## config.mk

```make
export PLATFORM = sky130hd
export DESIGN_NAME = mmio_blocking_responder_flat
export DESIGN_NICKNAME = d
export VERILOG_FILES = /design/src/rtl/mmio_responder_pkg.sv /design/src/rtl/mmio_blocking_responder_if.sv /design/src/rtl/mmio_responder_regbank.sv /design/src/rtl/mmio_blocking_responder.sv /design/src/flat_wrapper.sv
export SDC_FILE = /design/constraint.sdc
export NUM_CORES = 1
export LEC_CHECK = 0
export ABC_CLOCK_PERIOD_IN_PS = 5200
export CAP_MARGIN = 20
export CORE_UTILIZATION = 60
export CTS_CLUSTER_DIAMETER = 150
export DETAILED_ROUTE_END_ITERATION = 7
export PLACE_DENSITY = 0.8
export SLEW_MARGIN = 15
export SYNTH_ARGS = -nofsm -noshare
export SYNTH_HDL_FRONTEND = slang
export SYNTH_SLANG_ARGS = --single-unit
```

## constraint.sdc

```tcl
create_clock -name clk -period 5.2 [get_ports clk]
set_clock_uncertainty 0.15 [all_clocks]
set_input_delay 0.78 -clock clk [delete_from_list [all_inputs] [get_ports clk]]
set_output_delay 0.78 -clock clk [all_outputs]
set_load 0.1 [all_outputs]
```

## src/rtl/mmio_responder_pkg.sv

```systemverilog
// mmio_responder_pkg: shared types, constants and the address decode helper
// for the blocking MMIO responder.
//   state_e          : responder FSM states (IDLE, LD_READ, LD_RESP)
//   ERR_DATA_DEFAULT : data returned for a load that misses the bank
//   ERR_CNT_W        : width of the saturating decode-error counter
//   decode_addr()    : hit flag and register index for a byte address
package mmio_responder_pkg;

  typedef enum logic [1:0] {
    IDLE    = 2'd0,
    LD_READ = 2'd1,
    LD_RESP = 2'd2
  } state_e;

  localparam logic [31:0] ERR_DATA_DEFAULT = 32'hdeadbeef;
  localparam int unsigned ERR_CNT_W        = 8;
  // Widest index the decoder can produce (NUM_REGS <= 256).
  localparam int unsigned DEC_IDX_W        = 8;

  typedef struct packed {
    logic                 hit;
    logic [DEC_IDX_W-1:0] idx;
  } decode_t;

  // Offset wraps modulo 2^32, so addresses below the base decode as huge
  // offsets and miss.
  function automatic decode_t decode_addr(input logic [31:0] addr,
                                          input logic [31:0] base,
                                          input int unsigned num_regs);
    logic [31:0] off;
    decode_t     d;
    off   = addr - base;
    d.hit = (off[1:0] == 2'b00) && ({2'b00, off[31:2]} < num_regs);
    d.idx = off[2 +: DEC_IDX_W];
    return d;
  endfunction

endpackage

```

## src/rtl/mmio_blocking_responder_if.sv

```systemverilog
// mmio_blocking_responder_if: the core's blocking MMIO ports.
//   load  request : load_empty_in, load_addr_in  -> load_rden_out (pop)
//   load  result  : load_valid_out, load_result_out <- load_rdy_in
//   store request : store_empty_in, store_addr_in, store_value_in
//                   -> store_rden_out (pop)
// Modport master is the core side, slave is the responder side.
interface mmio_blocking_responder_if;
  logic        load_empty_in;
  logic [31:0] load_addr_in;
  logic        load_rden_out;
  logic        load_valid_out;
  logic [31:0] load_result_out;
  logic        load_rdy_in;
  logic        store_empty_in;
  logic [31:0] store_addr_in;
  logic [31:0] store_value_in;
  logic        store_rden_out;

  modport master (
    output load_empty_in, load_addr_in, load_rdy_in,
    output store_empty_in, store_addr_in, store_value_in,
    input  load_rden_out, load_valid_out, load_result_out, store_rden_out
  );

  modport slave (
    input  load_empty_in, load_addr_in, load_rdy_in,
    input  store_empty_in, store_addr_in, store_value_in,
    output load_rden_out, load_valid_out, load_result_out, store_rden_out
  );
endinterface

```

## src/rtl/mmio_responder_regbank.sv

```systemverilog
// mmio_responder_regbank: NUM_REGS x 32-bit register bank.
//   clk, rst           : clock, synchronous active-high clear of all registers
//   we_i/waddr_i/wdata_i : single write port
//   re_i/raddr_i       : read request; rdata_o is registered (valid next cycle)
module mmio_responder_regbank #(
  parameter  int unsigned NUM_REGS = 16,
  localparam int unsigned IDX_W    = $clog2(NUM_REGS)
) (
  input  logic             clk,
  input  logic             rst,
  input  logic             we_i,
  input  logic [IDX_W-1:0] waddr_i,
  input  logic [31:0]      wdata_i,
  input  logic             re_i,
  input  logic [IDX_W-1:0] raddr_i,
  output logic [31:0]      rdata_o
);

  logic [31:0] regs_q [NUM_REGS];
  logic [31:0] rdata_q;

  always_ff @(posedge clk) begin
    if (rst) begin
      for (int unsigned i = 0; i < NUM_REGS; i++) regs_q[i] <= '0;
    end else if (we_i) begin
      regs_q[waddr_i] <= wdata_i;
    end
  end

  always_ff @(posedge clk) begin
    if (rst)       rdata_q <= '0;
    else if (re_i) rdata_q <= regs_q[raddr_i];
  end

  assign rdata_o = rdata_q;

endmodule

```

## src/rtl/mmio_blocking_responder.sv

```systemverilog
// mmio_blocking_responder: serves the core's blocking MMIO load/store ports
// from a register bank mapped at BASE_ADDR.
//   clk, rst        : clock, synchronous active-high reset
//   bus (slave)     : load/store request FIFOs and load result handshake
//   error_count_out : saturating count of decode errors (misses)
// Optional (macro MMIO_RESPONDER_ACCESS_COUNT_EN):
//   load_count_out, store_count_out : wrapping counts of hit accesses
module mmio_blocking_responder
  import mmio_responder_pkg::*;
#(
  parameter logic [31:0] BASE_ADDR = 32'h1000_0000,
  parameter int unsigned NUM_REGS  = 16,
  parameter logic [31:0] ERR_DATA  = ERR_DATA_DEFAULT
) (
  input  logic                 clk,
  input  logic                 rst,
  mmio_blocking_responder_if.slave bus,
  output logic [ERR_CNT_W-1:0] error_count_out
`ifdef MMIO_RESPONDER_ACCESS_COUNT_EN
  ,
  output logic [15:0]          load_count_out,
  output logic [15:0]          store_count_out
`endif
);

  localparam int unsigned IDX_W = $clog2(NUM_REGS);

  state_e               state_q, state_d;
  logic                 ld_hit_q, ld_hit_d;
  logic                 valid_q;
  logic [31:0]          result_q;
  logic [ERR_CNT_W-1:0] err_q;
  logic                 err_inc;
  logic                 store_rden, load_rden;
  logic                 bank_we;
  logic [31:0]          bank_rdata;
  decode_t              st_dec, ld_dec;
  logic                 unused_idx_bits;

  assign st_dec = decode_addr(bus.store_addr_in, BASE_ADDR, NUM_REGS);
  assign ld_dec = decode_addr(bus.load_addr_in, BASE_ADDR, NUM_REGS);
  // Index bits above IDX_W fall outside the bank for NUM_REGS < 256.
  assign unused_idx_bits = ^{st_dec.idx, ld_dec.idx};

  always_comb begin
    state_d    = state_q;
    ld_hit_d   = ld_hit_q;
    store_rden = 1'b0;
    load_rden  = 1'b0;
    bank_we    = 1'b0;
    err_inc    = 1'b0;
    unique case (state_q)
      IDLE: begin
        // Store has priority so older stores drain before a younger load.
        if (!bus.store_empty_in) begin
          store_rden = 1'b1;
          bank_we    = st_dec.hit;
          err_inc    = !st_dec.hit;
        end else if (!bus.load_empty_in) begin
          load_rden = 1'b1;
          ld_hit_d  = ld_dec.hit;
          state_d   = LD_READ;
        end
      end
      LD_READ: begin
        err_inc = !ld_hit_q;
        state_d = LD_RESP;
      end
      LD_RESP: begin
        if (bus.load_rdy_in) state_d = IDLE;
      end
      default: state_d = IDLE;
    endcase
    // Pops are combinational, so mask them during reset to avoid losing a
    // request that the reset would otherwise discard.
    if (rst) begin
      store_rden = 1'b0;
      load_rden  = 1'b0;
      bank_we    = 1'b0;
      err_inc    = 1'b0;
    end
  end

  // Bank read is issued in the pop cycle so data is ready in LD_READ.
  mmio_responder_regbank #(.NUM_REGS(NUM_REGS)) u_regbank (
    .clk     (clk),
    .rst     (rst),
    .we_i    (bank_we),
    .waddr_i (IDX_W'(st_dec.idx)),
    .wdata_i (bus.store_value_in),
    .re_i    (load_rden),
    .raddr_i (IDX_W'(ld_dec.idx)),
    .rdata_o (bank_rdata)
  );

  always_ff @(posedge clk) begin
    if (rst) begin
      state_q  <= IDLE;
      ld_hit_q <= 1'b0;
      valid_q  <= 1'b0;
      result_q <= '0;
      err_q    <= '0;
    end else begin
      state_q  <= state_d;
      ld_hit_q <= ld_hit_d;
      if (state_q == LD_READ) begin
        result_q <= ld_hit_q ? bank_rdata : ERR_DATA;
        valid_q  <= 1'b1;
      end else if (state_q == LD_RESP && bus.load_rdy_in) begin
        valid_q  <= 1'b0;
      end
      if (err_inc && err_q != '1) err_q <= err_q + 1'b1;
    end
  end

  assign bus.store_rden_out  = store_rden;
  assign bus.load_rden_out   = load_rden;
  assign bus.load_valid_out  = valid_q;
  assign bus.load_result_out = result_q;
  assign error_count_out     = err_q;

`ifdef MMIO_RESPONDER_ACCESS_COUNT_EN
  logic [15:0] ld_cnt_q, st_cnt_q;

  always_ff @(posedge clk) begin
    if (rst) begin
      ld_cnt_q <= '0;
      st_cnt_q <= '0;
    end else begin
      if (bank_we) st_cnt_q <= st_cnt_q + 1'b1;
      if (state_q == LD_RESP && valid_q && bus.load_rdy_in && ld_hit_q)
        ld_cnt_q <= ld_cnt_q + 1'b1;
    end
  end

  assign load_count_out  = ld_cnt_q;
  assign store_count_out = st_cnt_q;
`endif

endmodule

```

## src/flat_wrapper.sv

```systemverilog
// flat-port wrapper written by rule: the top's interface ports become plain ports
module mmio_blocking_responder_flat import mmio_responder_pkg::*;
#(
  parameter logic [31:0] BASE_ADDR = 32'h1000_0000,
  parameter int unsigned NUM_REGS  = 16,
  parameter logic [31:0] ERR_DATA  = ERR_DATA_DEFAULT
)
  (clk, rst, error_count_out, bus_load_empty_in, bus_load_addr_in, bus_load_rdy_in, bus_store_empty_in, bus_store_addr_in, bus_store_value_in, bus_load_rden_out, bus_load_valid_out, bus_load_result_out, bus_store_rden_out);
  mmio_blocking_responder_if bus_i ();
  input  logic clk;
  input  logic rst;
  output logic [ERR_CNT_W-1:0] error_count_out;
  input wire logic [$bits(bus_i.load_empty_in)-1:0] bus_load_empty_in;
  input wire logic [$bits(bus_i.load_addr_in)-1:0] bus_load_addr_in;
  input wire logic [$bits(bus_i.load_rdy_in)-1:0] bus_load_rdy_in;
  input wire logic [$bits(bus_i.store_empty_in)-1:0] bus_store_empty_in;
  input wire logic [$bits(bus_i.store_addr_in)-1:0] bus_store_addr_in;
  input wire logic [$bits(bus_i.store_value_in)-1:0] bus_store_value_in;
  output wire logic [$bits(bus_i.load_rden_out)-1:0] bus_load_rden_out;
  output wire logic [$bits(bus_i.load_valid_out)-1:0] bus_load_valid_out;
  output wire logic [$bits(bus_i.load_result_out)-1:0] bus_load_result_out;
  output wire logic [$bits(bus_i.store_rden_out)-1:0] bus_store_rden_out;
  assign bus_i.load_empty_in = bus_load_empty_in;
  assign bus_i.load_addr_in = bus_load_addr_in;
  assign bus_i.load_rdy_in = bus_load_rdy_in;
  assign bus_i.store_empty_in = bus_store_empty_in;
  assign bus_i.store_addr_in = bus_store_addr_in;
  assign bus_i.store_value_in = bus_store_value_in;
  assign bus_load_rden_out = bus_i.load_rden_out;
  assign bus_load_valid_out = bus_i.load_valid_out;
  assign bus_load_result_out = bus_i.load_result_out;
  assign bus_store_rden_out = bus_i.store_rden_out;
  mmio_blocking_responder #(.BASE_ADDR(BASE_ADDR), .NUM_REGS(NUM_REGS), .ERR_DATA(ERR_DATA)) u_core (.clk(clk), .rst(rst), .bus(bus_i), .error_count_out(error_count_out));
endmodule
```

==> summary.txt, run 1 <==
Status
  – Status: completed

Critical path
  – Data arrival time of the worst path: 3870 ps
  – Maximum net fanout on the critical path: 19
  – Origin of the worst setup path: bus_store_addr_in[13]
  – Setup CP Type: in -> reg
  – Startpoint of the most critical register-to-register path: u_core.state_q[1]
  – Data required time of the critical path: 5330 ps
  – Logic depth of the worst register-to-register path: 4
  – Nature of the critical path startpoint: input port
  – Endpoint kind of the worst setup timing path: flip-flop

Synthesis
  – Largest cells by area after synthesis: sky130_fd_sc_hd__edfxtp_1 59%, sky130_fd_sc_hd__and2_1 12%, sky130_fd_sc_hd__mux4_2 11%
  – Multiplexer share of the synthesized area: a little over an eighth
  – Post-Syn Nets: ~1,900
  – Share of async-settable or async-resettable flops after synthesis: 0%
  – Adder-cell area share of the yosys netlist: less than 1%
  – Sequential cell area fraction in the yosys report: approximately 65%
  – Number of distinct library cell variants in the gate-level netlist after synthesis: 44
  – Biggest area consumer among synthesized cells: sky130_fd_sc_hd__edfxtp_1
  – Number of enable flip-flop cells after synthesis: just over 500
  – Syn Std Cell Area: 25,900 um^2
  – Compound-Gate Fraction of Synth Area: roughly 2.2%
  – Portion of synthesized cell area occupied by the leading cell type: between 50% and 60%
  – Count of yosys warnings during synthesis: 0
  – Dominant cell by count in the synthesized netlist: sky130_fd_sc_hd__and2_1
  – Gate count after technology mapping: ~1,800
  – Main combinational cell family by area after synthesis: simple AND/OR/NAND/NOR gates
  – Top cells by instance count after synthesis: 514 x sky130_fd_sc_hd__and2_1, 512 x sky130_fd_sc_hd__edfxtp_1, 124 x sky130_fd_sc_hd__mux4_2
  – Post-synthesis average cell area: about 15 um^2
  – Post-synthesis share of cell area spent on xor and xnor gates: 0%
  – Register bit total from synthesis: a little under 600
  – Primary flip-flop cell chosen by synthesis mapping: sky130_fd_sc_hd__edfxtp_1
  – Simple-gate share of the synthesized area: between 15 and 20%

Floorplanning
  – Total Die Area: ~44,000 um^2
  – I/O pins: approximately 140
  – Height of the die: around 210 um
  – Die boundary width: roughly 210 um
  – Core region area: ~42,000 um^2
  – Initial cell density of the core: roughly 61%
  – Site row count: 75

Power
  – Final Total Pwr: roughly 10 mW
  – Power Density: between 300 and 400 nW/um^2
  – Leak Pwr: about 11 nW
  – Internal portion of total power: ~7.9 mW
  – Seq pwr share: between 50% and 60%
  – Fraction of power spent switching nets: ~22%
  – Peak supply drop: 0.000244 V
  – Sw power: ~2.3 mW
  – Proportion of power drawn by the clock network: between 40% and 50%
  – Combinational cell fraction of total power: ~7.5%

Clocking
  – Post-CTS Setup Inserts: 0
  – Clock latency of the later-clocked register in the worst-skew pair: roughly 600 ps
  – Resized Gates After CTS: 0
  – Hold bufs inserted after CTS: 0
  – Number of clock buffers inserted by TritonCTS: between 50 and 60
  – Clock edge transition at the registers on the reported setup and hold paths: roughly 60 ps
  – CTS tree: yes
  – Master cell of the clock root buffer: sky130_fd_sc_hd__clkbuf_16
  – Num Clock Sinks: about 590
  – Clock H-tree levels: 2
  – Number of buffers on the longest clock path: 3

Final layout
  – Signed area change from the synthesized netlist to the final layout: 15.4%
  – Total number of nets in the final design: 1,969
  – Final standard cell count with taps included and fillers excluded: ~2,500
  – Antenna Diode Count: 0
  – Share of final-layout standard cells stronger than drive strength 1: between 10% and 20%

Global routing
  – Vias in the first global route: between 15,000 and 20,000
  – GRT Overall Usage: roughly 28%
  – Number of antenna violations at the first check in global routing: 3
  – Pin count of the biggest net entering global routing: 99
  – Total congestion overflow: 0
  – Global-route wire length before repair: just over 90,000 um

Worst hold path
  – Min-delay worst type: reg -> reg
  – Start point of the worst min-delay path: u_core.bus.load_result_out[29]
  – Hold Crit Depth: 2

Timing
  – Minimum period implied by the final worst setup slack: roughly 3700 ps
  – Pins over their slew limit: 0
  – Fmax: 267 MHz
  – Relative slew margins: 28.3%
  – Endpoints failing setup: 0
  – Final Cycle Share: around 72%
  – Final hold viol count: 0
  – Unrepaired setup endpoints after global routing: false
  – Worst hold margin: ~300 ps
  – Actual transition at the worst max-transition pin: 1070 ps

Routing
  – Number of DRC markers after the initial detailed-route iteration: between 1,500 and 2,000
  – Count of vias placed by the detailed router: between 15,000 and 20,000
  – Detail-routed net length per standard cell: roughly 25 um
  – Length of the first detailed-routing pass in iterations: 5
  – Average vias per placed instance: between 6 and 7
  – Total Routed Length: 60,700 um
  – Number of remaining DRC errors: 0
  – Residual antenna-violating net count after detailed routing: 0

Placement
  – GPL Wtd Cong: just over 0.8
  – Cell count after placement: 2,348
  – Post-detail-place hpwl: approximately 38,000 um
  – Number of port buffers: approximately 140

Run
  – Max-cap violations: 0
-- kinds of logic (layout without fill, tap and decap cells) --
| logic type | after synthesis | count (layout) |
|---|---|---|
| adders and majority gates | 1 | 1 |
| muxes | 195 | 195 |
| DFF | 588 | 588 |
| and+or+nand+nor | 723 | 723 |
| buffers and inverters | 146 | 298 |
| AOI/OAI and AO/OA | 107 | 107 |
-- worst paths after layout --
check / slack (ps) / to
hold / removal: 300 / u_core.bus.load_result_out[29]
setup / recovery: 1460 / u_core.u_regbank.regs_q[6][18]
setup reg to reg: 2000 / u_core.u_regbank.regs_q[6][18]
hold reg to reg: 300 / u_core.bus.load_result_out[29]
-- cells in the final DEF (no fill, tap or decap), drive strengths merged, types with 2 or more instances in the layout --
cell / n
edfxtp: 512
buf: 56
nor3b: 24
mux4: 124
dfxtp: 76
o311ai: 2
mux2i: 70
clkbuf: 66
nor2b: 7
nor4: 13
or4b: 2
or2: 4
o31ai: 2
clkinv: 25
or3: 3
nand2: 16
bufinv: 6
clkinvlp: 4
nand4: 6
clkdlybuf4s50: 138
a22oi: 4
nor4b: 3
a21oi: 46
nor2: 76
nand2b: 3
o21ai: 48
nand3: 13
and2: 514
and4: 2
nor3: 29
nand3b: 2
or4: 4
inv: 3
-- state kept, by name (all words and copies together), names as in the netlist --
register                    flops
u_core.u_regbank.rdata_o       32
u_core.state_q                  2
u_core.u_regbank.regs_q       512
u_core.bus.load_valid_out       1
u_core.error_count_out          8
u_core.bus.load_result_out     32
u_core.ld_hit_q                 1
-- metrics by stage --
step	util, %	setup TNS, ps	area [um^2]	setup slack, ps
floorplan	-	-76480	25900	-218
detailed placement	66.4	0	28100	868
CTS	70.8	0	29900	1500
finish	70.8	0	29900	1460
global placement	66.4	0	28100	1010
global route	70.8	0	29900	1440
-- power groups by stage --
stage / Sequential (mW) / Clock (mW) / Combinational (mW)
finish: 5.32 / 4.06 / 0.757
global route: 5.33 / 4.26 / 0.796
CTS: 5.32 / 4.10 / 0.756
detailed placement: 5.42 / 0 / 0.754
global placement: 5.41 / 0 / 0.744
floorplan: 5.49 / 0 / 0.366
-- per-layer routing --
| metal | share of wire (%) | track usage, % | up-vias |
|---|---|---|---|
| met1 | 40 | 39.1 | 7556 |
| met5 | 0.043 | 0 | - |
| li1 | - | - | 6662 |
| met3 | 11 | 7.41 | 70 |
| met4 | 1.8 | 7.00 | 4 |
| met2 | 47 | 44.4 | 781 |
-- cell type report --
type	instances	area [um^2]
Tap cell	539	674
Timing Repair Buffer	194	1860
Sequential cell	588	16900
Clock buffer	66	1490
Inverter	1	3.75
Fill cell	2651	12300
Multi-Input combinational cell	1026	8630
Clock inverter	37	344
-- critical path, stage by stage --
cell	delay [ps]
sky130_fd_sc_hd__clkdlybuf4s50_1	450
sky130_fd_sc_hd__nor4_1	420
sky130_fd_sc_hd__and3_1	330
sky130_fd_sc_hd__nand4_1	730
sky130_fd_sc_hd__o21ai_4	770
sky130_fd_sc_hd__buf_4	380
Note: power is estimated with default switching activity, not from simulation.
==> inputs of run 2 (changes only) <==
--- a/config.mk
+++ b/config.mk
@@ -5,12 +5,12 @@
 export SDC_FILE = /design/constraint.sdc
 export NUM_CORES = 1
 export LEC_CHECK = 0
-export ABC_CLOCK_PERIOD_IN_PS = 5200
+export ABC_CLOCK_PERIOD_IN_PS = 3300
 export CAP_MARGIN = 20
-export CORE_UTILIZATION = 60
+export CORE_UTILIZATION = 54
 export CTS_CLUSTER_DIAMETER = 150
 export DETAILED_ROUTE_END_ITERATION = 7
-export PLACE_DENSITY = 0.8
+export PLACE_DENSITY = 0.76
 export SLEW_MARGIN = 15
 export SYNTH_ARGS = -nofsm -noshare
 export SYNTH_HDL_FRONTEND = slang
==> constraint.sdc (replaced) <==
create_clock -name clk -period 3.3 [get_ports clk]
set_clock_uncertainty 0.15 [all_clocks]
set_input_delay 0.495 -clock clk [delete_from_list [all_inputs] [get_ports clk]]
set_output_delay 0.495 -clock clk [all_outputs]
set_load 0.1 [all_outputs]
==> run 2 against run 1 <==
Effect of this change: worst hold slack lost 130 ps; combinational power is 65% higher; register-to-register slack lost 1100 ps; worst setup slack lost 890 ps; via count rose by 1.7%; largest cell class unchanged; largest power group unchanged.
==> summary.txt, run 2 (same netlist as run 1, synthesis figures left out) <==
Power
  – Leak Pwr: 11.3 nW (was 10.9 nW)
  – Power Density: 536 nW/um^2 (was 339 nW/um^2)
  – Peak supply drop: 0.000398 V (was 0.000244 V)

Final layout
  – Total number of nets in the final design: 2,011 (was 1,969)
  – Antenna Diode Count: 0 (unchanged)
  – Area of all placed cells without fillers: 30,700 um^2 (was 29,900 um^2)
  – Signed area change from the synthesized netlist to the final layout: 18.4% (was 15.4%)
  – Leading cell type in the layout, fill and taps excluded: sky130_fd_sc_hd__and2_1 (unchanged)
  – Most frequent cells in the layout: 514 x sky130_fd_sc_hd__and2_1, 512 x sky130_fd_sc_hd__edfxtp_1, 124 x sky130_fd_sc_hd__mux4_2 (was 514 x sky130_fd_sc_hd__and2_1, 512 x sky130_fd_sc_hd__edfxtp_1, 138 x sky130_fd_sc_hd__clkdlybuf4s50_1)
  – Max reg flops: 512 (unchanged)
  – Final standard cell count with taps included and fillers excluded: 2,566 (was 2,451)
  – Core Util, Final: 65.3% (was 70.8%)
  – Register with the most flip-flops: u_core.u_regbank.regs_q (unchanged)
  – Share of final-layout standard cells stronger than drive strength 1: 20.0% (was 16.0%)

Clocking
  – Number of buffers on the longest clock path: 3 (unchanged)
  – Number of clock buffers inserted by TritonCTS: 58 (was 56)
  – CTS tree: yes (unchanged)
  – Master cell of the clock root buffer: sky130_fd_sc_hd__clkbuf_16 (unchanged)
  – Clock edge transition at the registers on the reported setup and hold paths: 60 ps (about the same)
  – Post-CTS Setup Inserts: 0 (unchanged)
  – Clock latency of the later-clocked register in the worst-skew pair: 620 ps (was 610 ps)
  – Clock H-tree levels: 2 (unchanged)
  – Num Clock Sinks: 588 (unchanged)
  – Resized Gates After CTS: 0 (unchanged)
  – Hold bufs inserted after CTS: 0 (unchanged)

Critical path
  – Startpoint of the most critical register-to-register path: u_core.state_q[1] (unchanged)
  – Cells traversed along the worst timing path: or4b_1, nor2_1, buf_12 (was clkdlybuf4s50_1, nor4_1, and3_1, nand4_1, o21ai_4, buf_4)
  – Maximum net fanout on the critical path: 8 (was 19)
  – Path length in cells of the critical path: 3 (was 6)
  – Logic depth of the worst register-to-register path: 5 (was 4)
  – Endpoint kind of the worst setup timing path: primary output (was flip-flop)
  – Data arrival time of the worst path: 2090 ps (was 3870 ps)
  – Nature of the critical path startpoint: flip-flop (was input port)
  – Origin of the worst setup path: u_core.state_q[1] (was bus_store_addr_in[13])
  – Setup CP Type: reg -> out (was in -> reg)
  – Slowest stage cell on the critical path: sky130_fd_sc_hd__or4b_1 (was sky130_fd_sc_hd__o21ai_4)
  – Kind of cell adding the most delay to the critical path: simple AND/OR/NAND/NOR gates (unchanged)
  – Worst reg-to-reg setup slack: 930 ps (was 2000 ps)
  – Data required time of the critical path: 2650 ps (was 5330 ps)
  – Critical path destination: bus_load_rden_out (was u_core.u_regbank.regs_q[6][18])
  – Reg2reg end: u_core.u_regbank.regs_q[10][22] (was u_core.u_regbank.regs_q[6][18])
  – Peak per-stage delay on the critical path: 660 ps (was 770 ps)
  – Buffers & Inverters on Critical Path: 1 (was 2)

Routing
  – Length of the first detailed-routing pass in iterations: 5 (unchanged)
  – Number of remaining DRC errors: 0 (unchanged)
  – Residual antenna-violating net count after detailed routing: 0 (unchanged)
  – Detail-routed net length per standard cell: 25.1 um (was 24.7 um)
  – Count of vias placed by the detailed router: 15,300 (was 15,100)
  – Average vias per placed instance: 5.98 (was 6.15)
  – Total Routed Length: 64,500 um (was 60,700 um)
  – Number of DRC markers after the initial detailed-route iteration: 1,710 (was 1,882)

Global routing
  – Pin count of the biggest net entering global routing: 36 (was 99)
  – Total congestion overflow: 0 (unchanged)
  – Number of antenna violations at the first check in global routing: 1 (was 3)
  – Global-route wire length before repair: 96,600 um (was 90,600 um)
  – Vias in the first global route: 15,500 (was 15,100)
  – GRT Overall Usage: 26.8% (was 28.0%)

Timing
  – Fmax: approximately 370 MHz
  – TNS Setup: 0 ps (unchanged)
  – Minimum period implied by the final worst setup slack: between 2000 and 3000 ps
  – Relative slew margins: 50.4% (was 28.3%)
  – Pins over their slew limit: 0 (unchanged)
  – Final Cycle Share: about 83%
  – Final hold viol count: 0 (unchanged)
  – Actual transition at the worst max-transition pin: 744 ps (was 1070 ps)
  – Endpoints failing setup: 0 (unchanged)
  – Unrepaired setup endpoints after global routing: false (unchanged)

Placement
  – Cell area after placement: 28,700 um^2 (was 28,100 um^2)
  – Post-detail-place hpwl: 39,800 um (was 38,100 um)
  – Number of port buffers: 143 (unchanged)
  – Cell count after placement: 2,456 (was 2,348)
  – GPL Wtd Cong: 0.825 (was 0.828)

Floorplanning
  – Total Die Area: 48,800 um^2 (was 44,000 um^2)
  – Height of the die: 221 um (was 210 um)
  – Initial cell density of the core: 55.2% (was 61.3%)
  – Site row count: 79 (was 75)
  – Die boundary width: 221 um (was 210 um)
  – Core region area: 47,000 um^2 (was 42,200 um^2)
  – I/O pins: 144 (unchanged)

Run
  – Max-cap violations: 0 (unchanged)

Worst hold path
  – Min-delay worst type: in -> reg (was reg -> reg)

Status
  – Status: completed (unchanged)
## run 2: power by group
| group | leakage, nW | switching [mW] | internal, mW | total (mW) |
|---|---|---|---|---|
| combinational | 4.40 | 0.755 | 0.499 | 1.25 |
| sequential | 5.96 | 0.0949 | 8.29 | 8.38 |
| clock | 0.970 | 2.82 | 3.98 | 6.80 |
## run 2: worst min path at each step
stage | startpoint | end | slack [ps] | cells after the start
floorplan | u_core.u_regbank.rdata_o[14] | u_core.u_regbank.rdata_o[14] | 290 | 2
global placement | u_core.bus.load_result_out[4] | u_core.bus.load_result_out[4] | 290 | 2
detailed placement | u_core.bus.load_result_out[24] | u_core.bus.load_result_out[24] | 300 | 2
CTS | rst | u_core.state_q[0] | 140 | 2
global route | rst | u_core.state_q[0] | 190 | 2
finish | rst | u_core.state_q[0] | 170 | 2
## run 2: worst register-to-register path, stage by stage, from the launching register on
cell and delay [ps]:
sky130_fd_sc_hd__dfxtp_1 400, sky130_fd_sc_hd__nor4_4 540, sky130_fd_sc_hd__nand4_1 200, sky130_fd_sc_hd__buf_4 230, sky130_fd_sc_hd__o21ai_4 170, sky130_fd_sc_hd__buf_4 340
## run 2: metal layers
metal | share of wire [%] | track usage (%)
met3 | 11 | 7.08
met4 | 2.4 | 7.53
met5 | 0 | 0
met1 | 39 | 36.2
met2 | 47 | 43.1
## run 2: per-stage QoR
stage	total power, mW	setup slack (ps)	hold WS [ps]
floorplan	9.23	-388	287
global placement	9.75	258	293
detailed placement	9.79	248	299
CTS	16.5	540	141
global route	16.9	502	191
finish	16.4	569	172
## run 2: layout make-up
type                    instances  area [um^2]
repair buffers                234         2380
clock buffers                  75         1600
clock inverters                35          384
multi-input cells            1026         8640
fillers                      3194        16300
flip-flops and latches        588        16900
well taps                     607          759
inverters                       1         3.75
==> inputs of run 3 (changes only) <==
--- a/config.mk
+++ b/config.mk
@@ -5,12 +5,12 @@
 export SDC_FILE = /design/constraint.sdc
 export NUM_CORES = 1
 export LEC_CHECK = 0
-export ABC_CLOCK_PERIOD_IN_PS = 3300
+export ABC_CLOCK_PERIOD_IN_PS = 2700
 export CAP_MARGIN = 20
-export CORE_UTILIZATION = 54
+export CORE_UTILIZATION = 60
 export CTS_CLUSTER_DIAMETER = 150
 export DETAILED_ROUTE_END_ITERATION = 7
-export PLACE_DENSITY = 0.76
+export PLACE_DENSITY = 0.8
 export SLEW_MARGIN = 15
 export SYNTH_ARGS = -nofsm -noshare
 export SYNTH_HDL_FRONTEND = slang
==> constraint.sdc (replaced) <==
create_clock -name clk -period 2.7 [get_ports clk]
set_clock_uncertainty 0.15 [all_clocks]
set_input_delay 0.405 -clock clk [delete_from_list [all_inputs] [get_ports clk]]
set_output_delay 0.405 -clock clk [all_outputs]
set_load 0.1 [all_outputs]
==> run 3 against run 2 <==
Effect of this change: worst setup slack worse by 470 ps; cell count fell by 2.3%; register-to-register slack worse by 450 ps; power is 18% higher; worst hold slack worse by 18 ps; via count is 1.9% higher; utilization is 7.3 points higher; first-iteration DRC count rose by 10%; global-route usage is 3.0 points higher; largest cell class unchanged; largest power group unchanged; highest routed layer is now met5.
==> summary.txt, run 3 (same netlist as run 1, synthesis figures left out) <==
Status
  – Status: completed (unchanged)

Timing
  – Final hold viol count: 0 (unchanged)
  – Unrepaired setup endpoints after global routing: false (unchanged)
  – Relative slew margins: 47.6% (was 50.4%)
  – Endpoints failing setup: 0 (unchanged)
  – Actual transition at the worst max-transition pin: 785 ps (was 744 ps)
  – Pins over their slew limit: 0 (unchanged)
  – Minimum period implied by the final worst setup slack: between 2000 and 3000 ps
  – Worst hold margin: 154 ps (was 172 ps)
  – Fmax: between 300 and 400 MHz
  – Final Cycle Share: between 90% and 100%

Critical path
  – Cells traversed along the worst timing path: or4b_1, buf_4, nor2_2, buf_12 (was or4b_1, nor2_1, buf_12)
  – Maximum net fanout on the critical path: 9 (was 8)
  – Reg2reg end: u_core.error_count_out[5] (was u_core.u_regbank.regs_q[10][22])
  – Buffers & Inverters on Critical Path: 2 (was 1)
  – Data required time of the critical path: 2140 ps (was 2650 ps)
  – Slowest stage cell on the critical path: sky130_fd_sc_hd__or4b_1 (unchanged)
  – Startpoint of the most critical register-to-register path: u_core.state_q[0] (was u_core.state_q[1])
  – Worst reg-to-reg setup slack: 480 ps (was 930 ps)
  – Peak per-stage delay on the critical path: 560 ps (was 660 ps)
  – Path length in cells of the critical path: 4 (was 3)
  – Kind of cell adding the most delay to the critical path: simple AND/OR/NAND/NOR gates (unchanged)
  – Endpoint kind of the worst setup timing path: primary output (unchanged)
  – Logic depth of the worst register-to-register path: 5 (unchanged)
  – Data arrival time of the worst path: 2050 ps (was 2090 ps)
  – Setup CP Type: reg -> out (unchanged)
  – Nature of the critical path startpoint: flip-flop (unchanged)

Final layout
  – Final standard cell count with taps included and fillers excluded: 2,508 (was 2,566)
  – Sequential Area: 16,900 um^2 (about the same)
  – Core Util, Final: 72.5% (was 65.3%)
  – Filler cells: 2,592 (was 3,194)
  – Max reg flops: 512 (unchanged)
  – Most frequent cells in the layout: 514 x sky130_fd_sc_hd__and2_1, 512 x sky130_fd_sc_hd__edfxtp_1, 124 x sky130_fd_sc_hd__mux4_2 (unchanged)
  – Signed area change from the synthesized netlist to the final layout: 18.3% (was 18.4%)
  – Share of final-layout standard cells stronger than drive strength 1: 19.7% (was 20.0%)
  – Multi-input gate area: 8640 um^2 (about the same)
  – Register with the most flip-flops: u_core.u_regbank.regs_q (unchanged)
  – Leading cell type in the layout, fill and taps excluded: sky130_fd_sc_hd__and2_1 (unchanged)
  – Total number of nets in the final design: 2,022 (was 2,011)

Routing
  – Average vias per placed instance: 6.23 (was 5.98)
  – Length of the first detailed-routing pass in iterations: 5 (unchanged)
  – Detail-routed net length per standard cell: 25.5 um (was 25.1 um)
  – Count of vias placed by the detailed router: 15,600 (was 15,300)
  – Number of remaining DRC errors: 0 (unchanged)
  – Total Routed Length: 63,900 um (was 64,500 um)
  – Residual antenna-violating net count after detailed routing: 0 (unchanged)
  – Number of DRC markers after the initial detailed-route iteration: 1,885 (was 1,710)

Placement
  – GPL Wtd Cong: 0.850 (was 0.825)
  – Cell count after placement: 2,400 (was 2,456)
  – Post-detail-place hpwl: 39,900 um (was 39,800 um)
  – Number of port buffers: 143 (unchanged)

Global routing
  – Global-route wire length before repair: 95,600 um (was 96,600 um)
  – Vias in the first global route: 15,600 (was 15,500)
  – Pin count of the biggest net entering global routing: 48 (was 36)
  – GRT Overall Usage: 29.7% (was 26.8%)
  – Total congestion overflow: 0 (unchanged)
  – Number of antenna violations at the first check in global routing: 5 (was 1)

Power
  – Power Density: 634 nW/um^2 (was 536 nW/um^2)
  – Final Total Pwr: 19.4 mW (was 16.4 mW)
  – Peak supply drop: 0.000487 V (was 0.000398 V)
  – Leak Pwr: 11.3 nW (about the same)

Clocking
  – Num Clock Sinks: 588 (unchanged)
  – Hold bufs inserted after CTS: 0 (unchanged)
  – Number of buffers on the longest clock path: 3 (unchanged)
  – Master cell of the clock root buffer: sky130_fd_sc_hd__clkbuf_16 (unchanged)
  – Clock H-tree levels: 2 (unchanged)
  – Clock latency of the later-clocked register in the worst-skew pair: 610 ps (was 620 ps)
  – CTS tree: yes (unchanged)
  – Clock edge transition at the registers on the reported setup and hold paths: 60 ps (about the same)
  – Number of clock buffers inserted by TritonCTS: 57 (was 58)

Floorplanning
  – Initial cell density of the core: 61.3% (was 55.2%)
  – Total Die Area: 44,000 um^2 (was 48,800 um^2)
  – Core region area: 42,200 um^2 (was 47,000 um^2)
  – Die boundary width: 210 um (was 221 um)
  – Site row count: 75 (was 79)
  – I/O pins: 144 (unchanged)
  – Height of the die: 210 um (was 221 um)

Run
  – Max-cap violations: 0 (unchanged)

Worst hold path
  – End of the worst hold path: u_core.error_count_out[6] (was u_core.state_q[0])
  – Start point of the worst min-delay path: rst (unchanged)
  – Min-delay worst type: in -> reg (unchanged)
  – Hold Crit Depth: 3 (was 2)
## run 3: changes by cell type in the layout (fill, tap and decap cells not counted), sizes merged
cell | before | now
buf | 138 | 150
clkinvlp | 3 | 1
clkinv | 21 | 18
clkbuf | 75 | 83
diode | 0 | 2
bufinv | 7 | 2
inv | 5 | 3
## run 3: final cells by class
cell class              instances  area share [%]
clock buffers                  83            5.21
flip-flops and latches        588            55.2
repair buffers                246            8.67
diodes                          2          0.0163
clock inverters                23           0.527
multi-input cells            1026            28.2
inverters                       1          0.0123
well taps                     539            2.20
## run 3: worst max-delay path by stage
stage	start	slack (ps)	endpoint
after floorplan	bus_store_empty_in	-950	u_core.u_regbank.regs_q[4][0]
after global placement	bus_store_addr_in[24]	-150	u_core.u_regbank.regs_q[3][23]
after detailed placement	bus_store_addr_in[24]	-130	u_core.u_regbank.regs_q[3][12]
after CTS	u_core.state_q[0]	10	bus_load_rden_out
after global routing	u_core.state_q[0]	10	bus_load_rden_out
final	u_core.state_q[0]	100	bus_load_rden_out
## run 3: routing by layer
layer	wire, um	global-route usage, %	vias to the layer above
met4	1420	8.23	2
met3	7300	5.64	106
met5	13	0	-
met1	24200	41.2	7845
li1	-	-	6768
met2	30900	48.8	899
## run 3: where the power goes
part	total, mW	internal [mW]	switching, mW	leakage [nW]
clock network	7.61	4.27	3.33	0.856
logic	1.57	0.641	0.926	4.51
registers	10.3	10.1	0.122	5.96
## run 3: worst register-to-register path, cell delays in order (launching register included)
cell                        delay (ps)
sky130_fd_sc_hd__dfxtp_1           510
sky130_fd_sc_hd__nor2b_1           100
sky130_fd_sc_hd__a2111oi_2         380
sky130_fd_sc_hd__o21ai_1           270
sky130_fd_sc_hd__or4b_1            550
sky130_fd_sc_hd__a21oi_1           180
## run 3: per-stage QoR
step                      instance area (um^2)  setup WS (ps)  setup TNS, ps
final                                    30600           97.2              0
after detailed placement                 28900           -126         -48730
after CTS                                30600           10.8              0
after floorplan                          26100           -950        -691540
after global routing                     30600           9.93              0
after global placement                   28900           -145         -50520
## run 3: timing repair
action | CTS | global route
setup endpoints to repair | 1 | 1
resized for setup | 1 | 1
buffers inserted | 0 | 0
